<file path="src/rtl/alu_top.sv">
// Multi-cycle RV32I integer ALU: operands captured on dat_ready, result registered one cycle later.
// Optional raw-field decode of out-of-range operation indices is enabled by defining ALU_DECODE_EN.
module alu_top (
    input  logic        soc_clk,
    input  logic        reset,
    input  logic        dat_ready,
    input  logic [31:0] ALU_dat1,
    input  logic [31:0] ALU_dat2,
    input  logic [2:0]  ALU_opcode,
    input  logic        ALU_opcode_differentiator,
    input  logic        ALU_optype,
    input  logic [4:0]  Instruction_to_ALU,
    output logic        ALU_overflow,
    output logic        ALU_con_met,
    output logic        ALU_zero,
    output logic        ALU_err,
    output logic        ALU_ready,
    output logic [31:0] ALU_out
);

    typedef enum logic [1:0] {
        IDLE = 2'd0,
        EXEC = 2'd1,
        DONE = 2'd2
    } state_t;

    localparam logic [4:0] IDX_ILLEGAL = 5'd16;

    state_t      state_q, state_d;
    logic        ready_q, ready_d;
    logic [31:0] a_q, b_q;
    logic [4:0]  idx_q;
    logic [4:0]  eff_idx;

    logic [31:0] out_q, out_d;
    logic        ovf_q, ovf_d;
    logic        cm_q, cm_d;
    logic        zero_q, zero_d;
    logic        err_q, err_d;

    logic [31:0] sum, diff;
    logic [4:0]  shamt;
    logic        eq, lt_s, lt_u;

    // Effective operation index; bit 4 set means the operation is illegal.
    always_comb begin
        eff_idx = Instruction_to_ALU;
`ifdef ALU_DECODE_EN
        if (Instruction_to_ALU[4]) begin
            if (ALU_optype) begin
                case (ALU_opcode)
                    3'b000:  eff_idx = 5'd0;
                    3'b001:  eff_idx = 5'd1;
                    3'b100:  eff_idx = 5'd2;
                    3'b101:  eff_idx = 5'd3;
                    3'b110:  eff_idx = 5'd4;
                    3'b111:  eff_idx = 5'd5;
                    default: eff_idx = IDX_ILLEGAL;
                endcase
            end else begin
                case (ALU_opcode)
                    3'b000:  eff_idx = ALU_opcode_differentiator ? 5'd7 : 5'd6;
                    3'b001:  eff_idx = 5'd8;
                    3'b010:  eff_idx = 5'd9;
                    3'b011:  eff_idx = 5'd10;
                    3'b100:  eff_idx = 5'd11;
                    3'b101:  eff_idx = ALU_opcode_differentiator ? 5'd13 : 5'd12;
                    3'b110:  eff_idx = 5'd14;
                    default: eff_idx = 5'd15;
                endcase
            end
        end
`else
        if (Instruction_to_ALU[4]) begin
            eff_idx = IDX_ILLEGAL;
        end
`endif
    end

`ifndef ALU_DECODE_EN
    logic unused_decode_fields;
    assign unused_decode_fields = ^{ALU_opcode, ALU_opcode_differentiator, ALU_optype};
`endif

    // Handshake FSM
    always_comb begin
        state_d = state_q;
        ready_d = ready_q;
        case (state_q)
            IDLE: begin
                ready_d = 1'b0;
                if (dat_ready) begin
                    state_d = EXEC;
                end
            end
            EXEC: begin
                state_d = DONE;
                ready_d = 1'b1;
            end
            DONE: begin
                if (!dat_ready) begin
                    state_d = IDLE;
                    ready_d = 1'b0;
                end
            end
            default: begin
                state_d = IDLE;
                ready_d = 1'b0;
            end
        endcase
    end

    // Datapath evaluated from the latched operands
    always_comb begin
        sum   = a_q + b_q;
        diff  = a_q - b_q;
        shamt = b_q[4:0];
        eq    = (a_q == b_q);
        lt_s  = ($signed(a_q) < $signed(b_q));
        lt_u  = (a_q < b_q);
        out_d = 32'd0;
        ovf_d = 1'b0;
        cm_d  = 1'b0;
        err_d = 1'b0;
        if (idx_q[4]) begin
            err_d = 1'b1;
        end else begin
            case (idx_q[3:0])
                4'd0: begin cm_d = eq;    out_d = {31'd0, eq};    end
                4'd1: begin cm_d = !eq;   out_d = {31'd0, !eq};   end
                4'd2: begin cm_d = lt_s;  out_d = {31'd0, lt_s};  end
                4'd3: begin cm_d = !lt_s; out_d = {31'd0, !lt_s}; end
                4'd4: begin cm_d = lt_u;  out_d = {31'd0, lt_u};  end
                4'd5: begin cm_d = !lt_u; out_d = {31'd0, !lt_u}; end
                4'd6: begin
                    out_d = sum;
                    ovf_d = (a_q[31] == b_q[31]) && (sum[31] != a_q[31]);
                end
                4'd7: begin
                    out_d = diff;
                    ovf_d = (a_q[31] != b_q[31]) && (diff[31] != a_q[31]);
                end
                4'd8:    out_d = a_q << shamt;
                4'd9:    out_d = {31'd0, lt_s};
                4'd10:   out_d = {31'd0, lt_u};
                4'd11:   out_d = a_q ^ b_q;
                4'd12:   out_d = a_q >> shamt;
                4'd13:   out_d = $unsigned($signed(a_q) >>> shamt);
                4'd14:   out_d = a_q | b_q;
                default: out_d = a_q & b_q;
            endcase
        end
        // An illegal operation reports only ALU_err.
        zero_d = !err_d && (out_d == 32'd0);
    end

    always_ff @(posedge soc_clk or posedge reset) begin
        if (reset) begin
            state_q <= IDLE;
            ready_q <= 1'b0;
            a_q     <= 32'd0;
            b_q     <= 32'd0;
            idx_q   <= 5'd0;
            out_q   <= 32'd0;
            ovf_q   <= 1'b0;
            cm_q    <= 1'b0;
            zero_q  <= 1'b0;
            err_q   <= 1'b0;
        end else begin
            state_q <= state_d;
            ready_q <= ready_d;
            if (state_q == IDLE && dat_ready) begin
                a_q   <= ALU_dat1;
                b_q   <= ALU_dat2;
                idx_q <= eff_idx;
            end
            if (state_q == EXEC) begin
                out_q  <= out_d;
                ovf_q  <= ovf_d;
                cm_q   <= cm_d;
                zero_q <= zero_d;
                err_q  <= err_d;
            end
        end
    end

    assign ALU_out      = out_q;
    assign ALU_overflow = ovf_q;
    assign ALU_con_met  = cm_q;
    assign ALU_zero     = zero_q;
    assign ALU_err      = err_q;
    assign ALU_ready    = ready_q;

endmodule

</file>
<file path="config.mk">
export PLATFORM = sky130hd
export DESIGN_NAME = alu_top
export DESIGN_NICKNAME = d
export VERILOG_FILES = /design/src/rtl/alu_top.sv
export SDC_FILE = /design/constraint.sdc
export NUM_CORES = 1
export LEC_CHECK = 0
export ABC_AREA = 1
export ABC_CLOCK_PERIOD_IN_PS = 5700
export BUFFER_PORTS_ARGS = -buffer_cell sky130_fd_sc_hd__buf_2
export CORE_AREA = 2 2 214 216
export DETAILED_ROUTE_END_ITERATION = 8
export DIE_AREA = 0 0 216 218
export GPL_TIMING_DRIVEN = 0
export PLACE_DENSITY = 0.5
export SYNTH_ARGS = -nofsm -noshare
export SYNTH_HDL_FRONTEND = slang
export SYNTH_SLANG_ARGS = --single-unit
</file>
<file path="constraint.sdc">
create_clock -name soc_clk -period 5.7 [get_ports soc_clk]
set_input_delay 1.71 -clock soc_clk [delete_from_list [all_inputs] [get_ports soc_clk]]
set_output_delay 1.71 -clock soc_clk [all_outputs]
set_load 0.02 [all_outputs]
</file>
==> results of run 1 <==
[cell usage in the layout, fill, tap and decap left out, drive strengths merged]
cell,synthesis,final
and2,4,4
a21boi,4,4
ha,97,97
xor2,2,2
fa,2,2
a21oi,98,98
diode,0,1
o41ai,1,1
nand3,445,445
o21ai,154,154
clkinvlp,0,1
o21bai,8,8
a32o,1,1
o221ai,2,2
clkbuf,37,46
o21a,1,1
nor2,240,240
o22ai,18,18
nor3,27,27
o32ai,1,1
or2,7,7
dfrtp,108,108
inv,272,274
clkinv,1,4
a31oi,4,4
a211oi,2,2
nand4,30,30
nand2,840,840
o31ai,3,3
o211ai,14,14
o2111ai,1,1
buf,87,196
[layout make-up]
class,instances,area (um2)
Antenna cell,1,2.50
Buffer,124,666
Clock buffer,9,225
Clock inverter,6,61.3
Fill cell,5246,29000
Inverter,273,1030
Multi-Input combinational cell,2006,9840
Sequential cell,108,2700
Tap cell,600,751
Timing Repair Buffer,109,568
[sequential cells by signal, summed over array words and instances (netlist names)]
register,count
ALU_zero,1
ALU_overflow,1
b_q,32
ALU_ready,1
ALU_err,1
a_q,32
ALU_out,32
state_q,2
ALU_con_met,1
idx_q,5
[synth_stat cells, types with 4 or more instances]
| library cell | n |
|---|---|
| a21oi_1 | 95 |
| a31oi_1 | 4 |
| and2_1 | 4 |
| buf_1 | 7 |
| buf_2 | 52 |
| buf_4 | 21 |
| buf_6 | 6 |
| clkbuf_1 | 37 |
| dfrtp_1 | 108 |
| ha_1 | 97 |
| inv_1 | 254 |
| inv_2 | 16 |
| nand2_1 | 814 |
| nand2_2 | 23 |
| nand3_1 | 439 |
| nand3_2 | 6 |
| nand4_1 | 30 |
| nor2_1 | 218 |
| nor2_2 | 21 |
| nor3_1 | 26 |
| o211ai_1 | 14 |
| o21ai_0 | 141 |
| o21ai_1 | 12 |
| o21bai_1 | 8 |
| o22ai_1 | 18 |
| or2_2 | 5 |
[worst max-delay path: stages (launching register included)]
cell	delay, ps
dfrtp_1	400
buf_2	230
inv_1	180
clkbuf_1	540
clkbuf_1	860
ha_1	380
buf_2	170
nand2_1	70
nand2_1	90
a21oi_1	180
nand2_1	190
nand3_1	260
nand3_1	230
a21oi_1	470
inv_1	120
nand2_1	80
nand3_1	60
nand3_1	110
nand2_1	110
nand2_1	80
nor2_1	40
nand2_1	50
nand2_1	50
[worst min path at each step]
stage / start / endpoint / slack (ps) / cells after the start
after global placement: ALU_zero$_DFFE_PP0P_ / ALU_zero$_DFFE_PP0P_ / 460 / 2
after detailed placement: ALU_out[4]$_DFFE_PP0P_ / ALU_out[4]$_DFFE_PP0P_ / 470 / 2
after CTS: ALU_out[19]$_DFFE_PP0P_ / ALU_out[19]$_DFFE_PP0P_ / 490 / 2
final: ALU_zero$_DFFE_PP0P_ / ALU_zero$_DFFE_PP0P_ / 490 / 2
after global routing: ALU_out[19]$_DFFE_PP0P_ / ALU_out[19]$_DFFE_PP0P_ / 500 / 2
after floorplan: state_q[0]$_DFFE_PP0P_ / state_q[1]$_DFFE_PP0P_ / 510 / 3
[cell families after synthesis]
kind of cell / share of synthesized area, %
AO/OA/AOI/OAI: 12.0
XOR/XNOR: 0.123
adder cells (fa/ha/maj): 8.81
buffers and inverters: 11.9
flip-flops: 19.0
AND/OR/NAND/NOR: 48.2
[stage by stage]
stage	hold slack (ps)	power (mW)	util (%)
4_1_cts	489	11.8	35.3
6_report	488	12.1	35.3
5_1_grt	502	13.0	35.3
3_5_place_dp	465	11.1	34.6
3_3_place_gp	464	11.2	34.6
2_1_floorplan	508	7.53	-
[power groups by stage]
stage          Sequential, mW  Clock (mW)  Combinational [mW]
6_report                 1.58       0.679                9.85
5_1_grt                  1.61       0.718                10.7
4_1_cts                  1.56       0.691                9.59
3_5_place_dp             1.57           0                9.55
3_3_place_gp             1.57           0                9.60
2_1_floorplan            1.43           0                6.10
[metal layers]
| layer | share of wire [%] | global-route usage [%] | vias up |
|---|---|---|---|
| li1 | - | - | 8386 |
| met1 | 42 | 46.3 | 8531 |
| met2 | 45 | 58.7 | 778 |
| met3 | 5.8 | 3.85 | 188 |
| met4 | 6.4 | 20.1 | 0 |
| met5 | 0 | 0 | - |
==> load_flow_metrics.sql, run 1 <==
INSERT INTO impl_metrics (metric_group, metric, value, unit) VALUES
('outcome', 'outcome', 'complete, no violations', ''),
('sta', 'worst_max_slew_margin_expressed_relative_to_the_limit', '28.8', '%'),
('power', 'cellPowerDensity', '764', 'nW/um2'),
('logic_synthesis', 'synth.ff_latch_count', '108', ''),
('clocking', 'post_cts_hold_buffer_count', '0', ''),
('sta', 'fin_tns_setup', '0', 'ps'),
('critical_path', 'critPathArrivalTime', '5380', 'ps'),
('logic_synthesis', 'synth_largest_area_cell', 'nand2_1', ''),
('route', 'routed_wl', '85100', 'um'),
('clocking', 'clk_pin_slew_worst_paths', '80', 'ps'),
('global_route', 'grt_overflow_total', '0', ''),
('sta', 'grt_setup_unrepaired', 'no', ''),
('sta', 'timing_worst_slew_pin_value', '1070', 'ps'),
('power', 'irDropWorstVdd', '311', 'uV'),
('global_route', 'track_usage', '35.9', '%'),
('critical_path', 'worst_setup_path_endpoint', 'ALU_zero$_DFFE_PP0P_', ''),
('power', 'power.share.combinational', '81.3', '%'),
('die', 'starting_utilization_of_the_core_area', '31.7', '%'),
('power', 'p_seq_share', '13.1', '%'),
('clocking', 'post-cts-setup-buffers', '0', ''),
('logic_synthesis', 'synth_area_leaders', 'nand2_1 21%, dfrtp_1 19%, nand3_1 15%', ''),
('sta', 'finalWorstPathRequiredPeriod', '5090', 'ps'),
('placement', 'pre_cts_slack', '781', 'ps'),
('die', 'die_height', '218', 'um'),
('logic_synthesis', 'synthCells', '2511', ''),
('placement', 'hpwl', '71400', 'um'),
('logic_synthesis', 'ys.flop_type', 'dfrtp_1', ''),
('route', 'via_count', '17900', ''),
('route', 'drt_first_pass_iters', '8', ''),
('power', 'cellInternalPower', '3.98', 'mW'),
('critical_path', 'r2r_end', 'ALU_zero$_DFFE_PP0P_', ''),
('clocking', 'cts-htree-levels', '3', ''),
('critical_path', 'worst_setup_path_end_kind', 'flop', ''),
('placement', 'placedInstanceArea', '15600', 'um2'),
('logic_synthesis', 'synth_async_sr_flop_share', '100', '%'),
('sta', 'timing.clock.skew', '21.7', 'ps'),
('finish', 'drive_gt1_share', '10.9', '%'),
('critical_path', 'r2r.worst_path.cells', '22', ''),
('critical_path', 'worst_setup_path_start_kind', 'flop', ''),
('logic_synthesis', 'postSynthNetCount', '2687', ''),
('logic_synthesis', 'synth_sequential_area_ratio', '19.0', '%'),
('clocking', 'cts.repair.resized', '0', ''),
('critical_path', 'setup.worst_path.start', 'b_q[4]$_DFFE_PP0P_', ''),
('logic_synthesis', 'syn-cell-area', '14200', 'um2'),
('sta', 'report.final.hold_viol_count', '0', ''),
('finish', 'flow.area_growth_from_synthesis', '11.3', '%'),
('clocking', 'clk-insertion-delay-late', '420', 'ps'),
('logic_synthesis', 'synth_enable_flop_cells', '0', ''),
('logic_synthesis', 'fraction_of_synthesized_cell_area_taken_by_the_top_area_cell_type', '21.5', '%'),
('critical_path', 'r2r_start', 'b_q[4]$_DFFE_PP0P_', ''),
('logic_synthesis', 'synth_area_per_cell', '5.67', 'um2'),
('die', 'fp-row-count', '78', ''),
('sta', 'finalCritPeriodShare', '89.2', '%'),
('route', 'post_drt_wl_per_cell', '26.3', 'um'),
('power', 'leakagePower', '8.45', 'nW'),
('critical_path', 'rrSetupSlack', '610', 'ps'),
('sta', 'max_freq', '197', 'MHz'),
('critical_path', 'crit_type', 'flop to flop', ''),
('route', 'drt_iter0_markers', '1828', ''),
('global_route', 'grt_pass1_wl', '121000', 'um'),
('route', 'post-route-drc-count', '0', ''),
('global_route', 'grt_start_max_net_pins', '56', ''),
('clocking', 'clock_path_buffers', '2', ''),
('sta', 'report.final.slew_viol_count', '0', ''),
('finish', 'final_cell_area', '15800', 'um2'),
('finish', 'finish.net_count', '2807', ''),
('die', 'dieWidth', '216', 'um'),
('critical_path', 'critPathRequiredTime', '6000', 'ps'),
('route', 'via_density_per_instance', '5.53', ''),
('power', 'share_clk_of_total_power', '5.6', '%'),
('global_route', 'number_of_antenna_violations_at_the_first_check_in_global_routing', '1', '');
No activity file was read; power rests on OpenSTA's default activity.
==> run 2: changes to the inputs <==
--- a/config.mk
+++ b/config.mk
@@ -9,9 +9,11 @@
 export ABC_CLOCK_PERIOD_IN_PS = 5700
 export BUFFER_PORTS_ARGS = -buffer_cell sky130_fd_sc_hd__buf_2
 export CORE_AREA = 2 2 214 216
+export CTS_BUF_LIST = sky130_fd_sc_hd__clkbuf_8
 export DETAILED_ROUTE_END_ITERATION = 8
 export DIE_AREA = 0 0 216 218
 export GPL_TIMING_DRIVEN = 0
+export HOLD_SLACK_MARGIN = 0.06
 export PLACE_DENSITY = 0.5
 export SYNTH_ARGS = -nofsm -noshare
 export SYNTH_HDL_FRONTEND = slang
==> constraint.sdc (replaced) <==
create_clock -name soc_clk -period 5.7 [get_ports soc_clk]
set_input_delay 1.425 -clock soc_clk [delete_from_list [all_inputs] [get_ports soc_clk]]
set_output_delay 1.425 -clock soc_clk [all_outputs]
set_load 0.02 [all_outputs]
==> load_flow_metrics.sql, run 2 (synthesized netlist as in run 1, its figures left out) <==
INSERT INTO impl_metrics (metric_group, metric, value, unit) VALUES
('power', 'irDropWorstVdd', '333', 'uV'),
('clocking', 'cts.repair.resized', '0', ''),
('global_route', 'grt_start_max_net_pins', '56', ''),
('sta', 'max_freq', '198', 'MHz'),
('clocking', 'post-cts-setup-buffers', '0', ''),
('clocking', 'clock_path_buffers', '2', ''),
('clocking', 'clk_pin_slew_worst_paths', '120', 'ps'),
('clocking', 'cts_tree', 'built', ''),
('route', 'routed_wl', '85000', 'um'),
('sta', 'worst_max_slew_margin_expressed_relative_to_the_limit', '29.9', '%'),
('placement', 'gp_congestion', '1.00', ''),
('finish', 'drive_gt1_share', '10.9', '%'),
('clocking', 'cts_buffers', '9', ''),
('placement', 'io_buffer_count', '108', ''),
('power', 'leakagePower', '8.40', 'nW'),
('die', 'coreArea', '44900', 'um2'),
('sta', 'final.setup.worst_slack', '646', 'ps'),
('critical_path', 'critPathRequiredTime', '6110', 'ps'),
('global_route', 'number_of_global_route_vias_before_repair', '17200', ''),
('sta', 'grt_setup_unrepaired', 'no', ''),
('route', 'via_count', '17900', ''),
('sta', 'report.final.hold_viol_count', '0', ''),
('clocking', 'clk-insertion-delay-late', '480', 'ps'),
('route', 'route.antenna.remaining_nets', '0', ''),
('route', 'post-route-drc-count', '0', ''),
('clocking', 'clk_root_buffer_cell', 'clkbuf_8', ''),
('critical_path', 'critPathArrivalTime', '5460', 'ps'),
('finish', 'final_common_cell', 'nand2_1', ''),
('critical_path', 'crit_type', 'flop to flop', ''),
('die', 'die_area', '47100', 'um2'),
('route', 'drt_iter0_markers', '1801', ''),
('placement', 'pre_cts_slack', '781', 'ps'),
('global_route', 'grt_pass1_wl', '121000', 'um'),
('global_route', 'grt_overflow_total', '0', ''),
('sta', 'finalWorstPathRequiredPeriod', '5050', 'ps'),
('clocking', 'cts-htree-levels', '3', ''),
('run', 'timing.max_cap.violations', '0', ''),
('sta', 'final_setup_violations', '0', ''),
('die', 'fp-row-count', '78', ''),
('sta', 'report.final.slew_viol_count', '0', ''),
('finish', 'finish.net_count', '2807', ''),
('critical_path', 'critical_path_peak_fanout', '11', ''),
('global_route', 'number_of_antenna_violations_at_the_first_check_in_global_routing', '0', ''),
('worst_hold_path', 'holdCritPathClass', 'flop to flop', ''),
('sta', 'finalCritPeriodShare', '88.7', '%'),
('route', 'drt_first_pass_iters', '5', ''),
('finish', 'layout.cells.most_common_list', '814 x nand2_1, 439 x nand3_1, 253 x inv_1, 218 x nor2_1, 160 x buf_2', ''),
('die', 'starting_utilization_of_the_core_area', '31.7', '%'),
('die', 'ioPinCount', '114', ''),
('critical_path', 'worst_setup_path_start_kind', 'flop', ''),
('sta', 'fin_tns_setup', '0', 'ps'),
('clocking', 'post_cts_hold_buffer_count', '0', ''),
('sta', 'timing.clock.skew', '29.8', 'ps'),
('die', 'dieWidth', '216', 'um'),
('critical_path', 'worst_setup_path_end_kind', 'flop', ''),
('clocking', 'clkSinkCount', '108', ''),
('route', 'via_density_per_instance', '5.54', ''),
('finish', 'flow.area_growth_from_synthesis', '10.6', '%'),
('sta', 'timing_worst_slew_pin_value', '1050', 'ps'),
('placement', 'hpwl', '71400', 'um'),
('global_route', 'track_usage', '36.0', '%'),
('outcome', 'outcome', 'complete, no violations', ''),
('power', 'cellPowerDensity', '758', 'nW/um2'),
('route', 'post_drt_wl_per_cell', '26.3', 'um'),
('die', 'die_height', '218', 'um');
==> run 2: cell types whose count changed in the layout (fill, tap and decap cells not counted) <==
cell | previous run | this run
clkbuf_16 | 9 | 0
clkbuf_8 | 0 | 9
==> run 2: metal layers <==
metal	GRT usage, %	vias to the layer above	routed length [um]
met1	46.4	8575	35700
met4	19.4	0	5100
li1	-	8387	-
met2	59.1	770	38800
met5	0	-	0
met3	3.97	186	5430
==> run 2: power by group <==
part	switching, mW	total, mW	internal [mW]
Sequential	0.502	1.58	1.08
Clock	0.353	0.519	0.166
Combinational	7.25	9.84	2.59
==> run 2: metrics by stage <==
step,instance area (um2),utilization [%],cells,power (mW),hold WS [ps]
global placement,15500,34.6,3219,11.2,464
CTS,15700,35.1,3235,11.7,497
global route,15700,35.1,3235,12.8,511
finish,15700,35.1,3236,11.9,492
detailed placement,15600,34.6,3220,11.1,465
floorplan,14200,-,2511,7.53,508
==> run 2: worst max-delay path, cell delays in order, from the launching register on <==
cell,delay (ps)
dfrtp_1,410
buf_2,230
inv_1,190
clkbuf_1,530
clkbuf_1,840
ha_1,380
buf_2,180
nor2_1,150
nand2_1,120
nor2_1,190
nand2_1,220
o21ai_1,190
nand2_1,160
nor2_1,170
nand3_1,180
nor2_1,190
nand2_1,80
nor2_1,100
nor2_1,100
nor2_1,100
nand3_1,70
nor2_1,90
nand2_1,60
nand2_1,50
==> run 2: final timing paths <==
check | from | endpoint | slack [ps] | cells past startpoint
max in group asynchronous | reset | b_q[28]$_DFFE_PP0P_ | 3920 | 3
setup reg to reg | b_q[4]$_DFFE_PP0P_ | ALU_zero$_DFFE_PP0P_ | 650 | 23
min in group asynchronous | reset | ALU_out[22]$_DFFE_PP0P_ | 1040 | 2
hold reg to reg | ALU_out[3]$_DFFE_PP0P_ | ALU_out[3]$_DFFE_PP0P_ | 490 | 2
setup / recovery | b_q[4]$_DFFE_PP0P_ | ALU_zero$_DFFE_PP0P_ | 650 | 23
hold / removal | ALU_out[3]$_DFFE_PP0P_ | ALU_out[3]$_DFFE_PP0P_ | 490 | 2
==> run 2: final cells by class <==
| class | count | area [um2] |
|---|---|---|
| fill | 5258 | 29200 |
| antenna | 1 | 2.50 |
| buffer | 124 | 666 |
| clock inverter | 6 | 61.3 |
| sequential | 108 | 2700 |
| multi-input combinational | 2006 | 9840 |
| timing repair buffer | 109 | 568 |
| inverter | 273 | 1030 |
| tap | 600 | 751 |
| clock buffer | 9 | 124 |
